[src/rtl/fetch_stage_pkg.sv]
// Shared constants and types for the instruction fetch stage.
package fetch_stage_pkg;

  localparam int unsigned Xlen = 32;

  // Opcode occupies the top six instruction bits.
  localparam logic [5:0]      OpHalt  = 6'b111111;
  localparam logic [Xlen-1:0] InstNop = 32'h0000_0000;

  typedef enum logic [1:0] {
    StRun      = 2'd0,
    StHaltPend = 2'd1,
    StHalted   = 2'd2
  } fetch_state_e;

  function automatic logic is_halt(input logic [Xlen-1:0] inst);
    return inst[31:26] == OpHalt;
  endfunction

endpackage

[src/rtl/npc_sel.sv]
// Next-PC selection: hold > jump > taken branch > sequential.
module npc_sel
  import fetch_stage_pkg::*;
(
  input  logic [Xlen-1:0] pc_i,
  input  logic            hold_i,
  input  logic            jump_i,
  input  logic            branch_taken_i,
  input  logic [Xlen-1:0] jump_target_i,
  input  logic [Xlen-1:0] branch_target_i,
  output logic [Xlen-1:0] pc4_o,
  output logic [Xlen-1:0] npc_o
);

  always_comb begin
    pc4_o = pc_i + 32'd4;
    if (hold_i) begin
      npc_o = pc_i;
    end else if (jump_i) begin
      npc_o = jump_target_i;
    end else if (branch_taken_i) begin
      npc_o = branch_target_i;
    end else begin
      npc_o = pc4_o;
    end
  end

endmodule

[src/rtl/fetch_stage.sv]
// Instruction fetch stage: PC register, IF/ID pipeline register and HALT handling.
module fetch_stage
  import fetch_stage_pkg::*;
(
  input  logic            clk,
  input  logic            rst_n,
  input  logic            nWrite_PC,
  input  logic            nWrite_IF_ID,
  input  logic            flush_IF_ID,
  input  logic            jump_ID,
  input  logic            branch_taken_ID,
  input  logic [Xlen-1:0] jump_target_ID,
  input  logic [Xlen-1:0] branch_target_ID,
  output logic [Xlen-1:0] inst_addr,
  input  logic [Xlen-1:0] inst_data,
  output logic [Xlen-1:0] inst_IF_ID,
  output logic [Xlen-1:0] pc4_IF_ID,
  output logic            valid_IF_ID,
  output logic            halted,
  output logic [Xlen-1:0] fetch_count
);

  fetch_state_e    state_q, state_d;
  logic [Xlen-1:0] pc_q, pc_d;
  logic [Xlen-1:0] inst_q, inst_d;
  logic [Xlen-1:0] pc4_q, pc4_d;
  logic            valid_q, valid_d;
  logic            halted_q, halted_d;
  logic [Xlen-1:0] count_q, count_d;
  logic [Xlen-1:0] pc4;
  logic [Xlen-1:0] npc;
  logic            ifid_hold;

  npc_sel u_npc_sel (
    .pc_i            (pc_q),
    .hold_i          (nWrite_PC),
    .jump_i          (jump_ID),
    .branch_taken_i  (branch_taken_ID),
    .jump_target_i   (jump_target_ID),
    .branch_target_i (branch_target_ID),
    .pc4_o           (pc4),
    .npc_o           (npc)
  );

  // A stall coinciding with a flush freezes IF/ID too; the redirect re-resolves next cycle.
  assign ifid_hold = nWrite_IF_ID | (nWrite_PC & flush_IF_ID);

  always_comb begin
    state_d  = state_q;
    pc_d     = pc_q;
    inst_d   = inst_q;
    pc4_d    = pc4_q;
    valid_d  = valid_q;
    halted_d = halted_q;
    count_d  = count_q;
    unique case (state_q)
      StRun: begin
        pc_d = npc;
        if (!ifid_hold) begin
          if (flush_IF_ID) begin
            inst_d  = InstNop;
            pc4_d   = '0;
            valid_d = 1'b0;
          end else begin
            inst_d  = inst_data;
            pc4_d   = pc4;
            valid_d = 1'b1;
            count_d = count_q + 32'd1;
            if (is_halt(inst_data)) begin
              state_d = StHaltPend;
              pc_d    = pc_q;
            end
          end
        end
      end
      StHaltPend: begin
        if (!ifid_hold) begin
          inst_d  = InstNop;
          pc4_d   = '0;
          valid_d = 1'b0;
          // A flush here means the HALT was fetched down a mispredicted path.
          if (flush_IF_ID) begin
            state_d = StRun;
            pc_d    = npc;
          end else begin
            state_d  = StHalted;
            halted_d = 1'b1;
          end
        end
      end
      StHalted: begin
        inst_d   = InstNop;
        pc4_d    = '0;
        valid_d  = 1'b0;
        halted_d = 1'b1;
      end
      default: begin
        state_d = StRun;
      end
    endcase
  end

  always_ff @(posedge clk or negedge rst_n) begin
    if (!rst_n) begin
      state_q  <= StRun;
      pc_q     <= '0;
      inst_q   <= InstNop;
      pc4_q    <= '0;
      valid_q  <= 1'b0;
      halted_q <= 1'b0;
      count_q  <= '0;
    end else begin
      state_q  <= state_d;
      pc_q     <= pc_d;
      inst_q   <= inst_d;
      pc4_q    <= pc4_d;
      valid_q  <= valid_d;
      halted_q <= halted_d;
      count_q  <= count_d;
    end
  end

  assign inst_addr   = pc_q;
  assign inst_IF_ID  = inst_q;
  assign pc4_IF_ID   = pc4_q;
  assign valid_IF_ID = valid_q;
  assign halted      = halted_q;
  assign fetch_count = count_q;

endmodule

[config.mk]
export PLATFORM = sky130hd
export DESIGN_NAME = fetch_stage
export DESIGN_NICKNAME = d
export VERILOG_FILES = /design/src/rtl/fetch_stage_pkg.sv /design/src/rtl/npc_sel.sv /design/src/rtl/fetch_stage.sv
export SDC_FILE = /design/constraint.sdc
export NUM_CORES = 1
export LEC_CHECK = 0
export ABC_CLOCK_PERIOD_IN_PS = 3600
export BUFFER_PORTS_ARGS = -buffer_cell sky130_fd_sc_hd__buf_2
export CAP_MARGIN = 0
export CORE_ASPECT_RATIO = 1.5
export CORE_UTILIZATION = 45
export CTS_CLUSTER_DIAMETER = 60
export CTS_CLUSTER_SIZE = 30
export DETAILED_ROUTE_END_ITERATION = 8
export PLACE_DENSITY = 0.72
export SETUP_SLACK_MARGIN = 0.2
export SYNTH_ARGS = -nofsm -noshare
export SYNTH_HDL_FRONTEND = slang
export SYNTH_SLANG_ARGS = --single-unit
export TNS_END_PERCENT = 30
[constraint.sdc]
create_clock -name clk -period 3.6 [get_ports clk]
set_input_delay 0.54 -clock clk [delete_from_list [all_inputs] [get_ports clk]]
set_output_delay 0.54 -clock clk [all_outputs]
set_load 0.05 [all_outputs]
==> flow_metrics.py, run 1 <==
metrics = {
    "timing": {
        "maxSlewViolCount": 0,
        "tightestPinTransition_ns": 0.831,
        "rsz0062_at_grt": "no",
        "fmax_mhz": 393,
        "number_of_endpoints_with_negative_hold_slack_in_the_final_report": 0,
        "finalSetupViolCount": 0,
        "clock-skew-final_ns": 0.0129,
        "finalCriticalPeriod_ns": 2.55,
        "setup_total_negative_slack_ns": 0,
        "slew_headroom": 0.445,
        "finalCritPeriodShare": 0.708,
        "tightest_hold_margin_ns": 0.155,
    },
    "floorplan": {
        "die_width_um": 100,
        "initial_utilization": 0.464,
        "row_count": 53,
        "die_h_um": 149,
        "die_area_um2": 15000,
        "placeableCoreArea_um2": 14100,
        "pin_count": 233,
    },
    "route": {
        "route.detailed.vias_per_inst": 5.52,
        "firstDrtPassIters": 4,
        "post-route-drc-count": 0,
        "dr.first_iter.drc_count": 281,
        "via_count": 5849,
        "route.final.wire_length_mm": 18.3,
        "antenna_left": 0,
        "avgRoutedWirePerCell_um": 17.3,
    },
    "worst_setup_path": {
        "critPathLaunchType": "flip-flop",
        "critPathArrivalTime_ns": 2.84,
        "setup.worst_path.class": "flip-flop to flip-flop",
        "crit_path_end_kind": "flip-flop",
        "crit_fanout": 18,
        "cp_data_required_time_ns": 3.89,
    },
    "clock_network": {
        "max_buffers_root_to_sink": 2,
        "cts_tree": "built",
        "cts.repair.resized": 0,
        "clock_tree.htree_level_count": 4,
        "cts_inserted_buffers": 17,
        "clk-insertion-delay-late_ns": 0.41,
        "cts-hold-fix-buffers": 0,
        "cts.reportedPaths.clkPinSlew_ns": 0.06,
        "clk_root_buffer_cell": "clkbuf_16",
        "post_cts_buffers": 0,
        "cts_sinks": 132,
    },
    "run": {
        "total_of_max_cap_violations": 0,
    },
    "cells_and_area": {
        "regArea_um2": 3300,
        "post_route_cells_drive_above_1_share": 0.333,
        "multi_input_comb_area_um2": 3010,
        "finish.cell_count_without_fillers": 1059,
        "final_common_cell": "buf_2",
        "nNetsFinal": 961,
        "fillCellCount": 1273,
        "flow.area_growth_from_synthesis_pct": 29.2,
        "final_cell_mix": "231 x buf_2, 132 x dfrtp_1, 65 x nand2_1",
    },
    "yosys": {
        "synthesis.area_per_instance_um2": 10.2,
        "asr_flop_ratio_synth": 1.00,
        "synth.yosys.warnings": 0,
        "synthesis.instances": 636,
        "synthDistinctLibCells": 58,
        "synth_flop_cell": "dfrtp_1",
        "ys_seq_area_frac": 0.507,
        "synth.net_count": 744,
        "synth.cell_area_um2": 6520,
        "yosys_register_bits": 132,
        "synth_enable_flop_cells": 0,
    },
    "power": {
        "power_density_nw_per_um2": 991,
        "static-leakage-power_nw": 4.17,
        "power.ir.vdd_worst_v": 0.000495,
    },
    "run_status": {
        "status": "finished clean",
    },
    "global_route": {
        "first_global_vias": 5668,
        "global_route_wire_length_before_repair_mm": 28.5,
        "globalRouteOverflowTotal": 0,
        "grtUsageTotal": 0.246,
        "grt_start_max_net_pins": 78,
        "grt_antenna_before_repair": 0,
    },
    "placed_design": {
        "port_buffers": 232,
        "gp_congestion": 0.806,
        "post-place-cells": 1026,
        "dp.final_hpwl_mm": 13.0,
    },
    "hold_path": {
        "min-delay-path-class": "primary input to asynchronous set/reset pin",
    },
}
[state kept, by name, summed over array words and instances (netlist names)]
signal and cells:
fetch_count 32, halted 1, inst_IF_ID 32, inst_addr 32, pc4_IF_ID 32, state_q 2
valid_IF_ID 1
[synth_stat cells, types with 6 or more instances]
cell / count / area, µm²
o22ai_1: 7 / 43.8
a22o_1: 47 / 412
and4_1: 7 / 61.3
o2bb2ai_1: 7 / 61.3
nand2_1: 65 / 244
inv_1: 12 / 45.0
nor3_1: 7 / 35.0
a21oi_1: 29 / 145
xnor2_1: 39 / 342
buf_2: 14 / 70.1
a22oi_1: 7 / 52.6
and2_1: 8 / 50.1
o31a_1: 6 / 52.6
clkbuf_1: 25 / 93.8
nand3_1: 16 / 80.1
nand4_1: 17 / 106
and3_1: 12 / 75.1
xor2_1: 20 / 175
nor2_1: 32 / 120
o21ai_0: 57 / 285
dfrtp_1: 132 / 3300
[path summary, 6_finish.rpt]
check	cells past startpoint	startpoint	to	slack (ns)
max	7	state_q[1]	inst_addr[29]	1.05
min	1	rst_n	fetch_count[15]	0.16
max reg2reg	7	state_q[1]	inst_addr[29]	1.05
min reg2reg	2	pc4_IF_ID[8]	pc4_IF_ID[8]	0.48
max in group asynchronous	2	rst_n	inst_IF_ID[13]	2.69
min in group clk	2	inst_data[18]	inst_IF_ID[18]	0.35
[power by group]
group | leakage [nW] | switching, mW | internal, mW
clock network | 0.277 | 0.693 | 1.03
logic | 2.16 | 3.03 | 1.01
registers | 1.73 | 0.551 | 2.04
total | 4.17 | 4.27 | 4.08
[cell type report]
class                           count  share of cell area
Sequential cell                   132               0.392
Multi-Input combinational cell    450               0.357
Timing Repair Buffer              240               0.147
Clock buffer                       18              0.0510
Tap cell                          192              0.0285
Clock inverter                     14              0.0183
Inverter                           12             0.00535
Antenna cell                        1            0.000297
[worst max-delay path, stage by stage (launching register included)]
cell      delay, ns
dfrtp_1        0.43
inv_1          0.19
ha_1           0.29
nand3b_1       0.10
a21oi_1        0.22
and2_1         0.70
nand2_1        0.14
o311ai_0       0.37
[stage by stage]
stage               cell area, µm²  setup slack [ns]  power (mW)  utilization
finish                        8420              1.05        8.35        0.599
global route                  8420             0.835        8.77        0.599
CTS                           8420              1.04        8.41        0.599
detailed placement            7840              1.03        6.66        0.557
global placement              7840              1.16        6.61        0.557
floorplan                     6520              1.36        5.57            -
[cells by family after synthesis]
logic type      after synthesis  synth area share
compound gates              188             0.197
xor+xnor                     59            0.0793
fa+ha+maj                     5           0.00960
buf+inv                      54            0.0351
flops                       132             0.507
mux                           5           0.00787
simple gates                193             0.164
[routing by layer]
layer / global-route usage / part of all wire
met5: 0 / 0
met4: 0.0884 / 0.019
met3: 0.0506 / 0.065
met2: 0.433 / 0.51
met1: 0.294 / 0.40
Note: power is estimated with default switching activity, not from simulation.
==> run 2, diff against run 1 <==
Settings changed: ABC_CLOCK_PERIOD_IN_PS 3600 to 2300, PLACE_DENSITY 0.72 to 0.75.
Clock period 3.6 ns to 2.3 ns, I/O delays scaled along.
==> flow_metrics.py, run 2 (synthesis results as in run 1) <==
metrics = {
    "run_status": {
        "status": "finished clean",
    },
    "cells_and_area": {
        "final_cell_mix": "231 x buf_2, 130 x dfrtp_1, 64 x nand2_1",
        "final_common_cell": "buf_2",
        "nNetsFinal": 983,
        "post_route_cells_drive_above_1_share": 0.363,
        "flow.area_growth_from_synthesis_pct": 33.4,
        "n_antenna_cell": 0,
    },
    "worst_setup_path": {
        "r2r_worst_path_depth": 5,
        "setup.worst_path.class": "flip-flop to flip-flop",
        "ff2ff_setup_slack_ns": 0.31,
        "crit_fanout": 7,
        "crit_path_end_kind": "flip-flop",
        "critPathArrivalTime_ns": 2.29,
        "cp_data_required_time_ns": 2.60,
        "critPathLaunchType": "flip-flop",
    },
    "global_route": {
        "grt_start_max_net_pins": 56,
        "grtUsageTotal": 0.261,
        "gr-usage-met2": 0.464,
        "gr-max-usage-layer": "met2",
        "first_global_vias": 5939,
        "global_route_wire_length_before_repair_mm": 30.3,
        "grt_antenna_before_repair": 0,
        "grt_use_met3": 0.0544,
        "globalRouteOverflowTotal": 0,
        "globalRouteMet1Util": 0.305,
    },
    "power": {
        "power.ir.vdd_worst_v": 0.000830,
        "static-leakage-power_nw": 4.30,
        "power_density_nw_per_um2": 1550,
    },
    "route": {
        "route.final.wire_length_mm": 18.7,
        "post-route-drc-count": 0,
        "antenna_left": 0,
        "route.detailed.vias_per_inst": 5.54,
        "via_count": 5985,
        "firstDrtPassIters": 7,
        "avgRoutedWirePerCell_um": 17.3,
        "dr.first_iter.drc_count": 211,
    },
    "clock_network": {
        "max_buffers_root_to_sink": 2,
        "cts_inserted_buffers": 17,
        "clk-insertion-delay-late_ns": 0.42,
        "clock_tree.htree_level_count": 4,
        "clk_root_buffer_cell": "clkbuf_16",
        "post_cts_buffers": 0,
        "cts_tree": "built",
        "cts_sinks": 132,
        "cts.reportedPaths.clkPinSlew_ns": 0.07,
    },
    "floorplan": {
        "die_area_um2": 15000,
        "initial_utilization": 0.464,
        "pin_count": 233,
        "row_count": 53,
        "placeableCoreArea_um2": 14100,
        "die_width_um": 100,
        "die_h_um": 149,
    },
    "timing": {
        "finalSetupViolCount": 0,
        "setup_total_negative_slack_ns": 0,
        "slew_headroom": 0.544,
        "finalCriticalPeriod_ns": 1.99,
        "maxSlewViolCount": 0,
        "worst_slack_ns": 0.313,
        "number_of_endpoints_with_negative_hold_slack_in_the_final_report": 0,
        "clock-skew-final_ns": 0.0120,
        "fmax_mhz": 503,
        "finalCritPeriodShare": 0.864,
        "tightestPinTransition_ns": 0.683,
        "tightest_hold_margin_ns": 0.146,
        "rsz0062_at_grt": "no",
    },
    "hold_path": {
        "min-delay-path-class": "primary input to flip-flop",
        "whs_path_cells": 2,
    },
    "placed_design": {
        "post-place-ws_ns": 0.109,
        "gp_congestion": 0.876,
        "port_buffers": 232,
        "dp.final_hpwl_mm": 13.4,
    },
    "run": {
        "total_of_max_cap_violations": 0,
    },
}
## run 2: cell type report
class                      count  area (µm²)
sequential                   132        3310
clock inverter                13         173
clock buffer                  19         433
tap                          192         240
multi-input combinational    450        3070
inverter                      12        45.0
timing repair buffer         262        1430
fill                        1242        5360
## run 2: worst paths after layout
check	from	endpoint
max in group asynchronous	rst_n	pc4_IF_ID[12]
setup reg to reg	inst_addr[18]	inst_addr[21]
hold reg to reg	pc4_IF_ID[12]	pc4_IF_ID[12]
min in group asynchronous	rst_n	fetch_count[8]
setup / recovery	inst_addr[18]	inst_addr[21]
hold / removal	inst_data[24]	inst_IF_ID[24]
## run 2: power breakdown
| part | internal, mW | switching, mW |
|---|---|---|
| registers | 3.20 | 0.786 |
| clock network | 1.72 | 1.09 |
| logic | 1.79 | 4.89 |
## run 2: per-stage QoR
step | std cells | total power [mW] | cell area, µm² | utilization
final | 1080 | 13.5 | 8690 | 0.618
after global routing | 1080 | 14.2 | 8690 | 0.618
after CTS | 1080 | 13.5 | 8640 | 0.615
after detailed placement | 1047 | 10.6 | 8020 | 0.571
after global placement | 1047 | 10.5 | 8020 | 0.571
after floorplan | 636 | 8.72 | 6520 | -
## run 2: timing repair
item	in CTS	in global routing
pin swaps	0	3
endpoints found under the setup margin	5	34
gates resized for setup	2	14
endpoints found under the hold margin	46	0
hold buffers	1	0
cloned	0	0
## run 2: layer usage
metal,up-vias,routed length [µm]
li1,2801,-
met1,2891,7390
met2,258,9630
met3,35,1280
met4,0,425
met5,-,0
## run 2: worst max-delay path: stages, from the launching register on
cell	delay [ns]
dfrtp_1	0.47
nand2_1	0.19
nor4_4	0.56
nand4_1	0.25
a21o_1	0.23
a22o_1	0.17
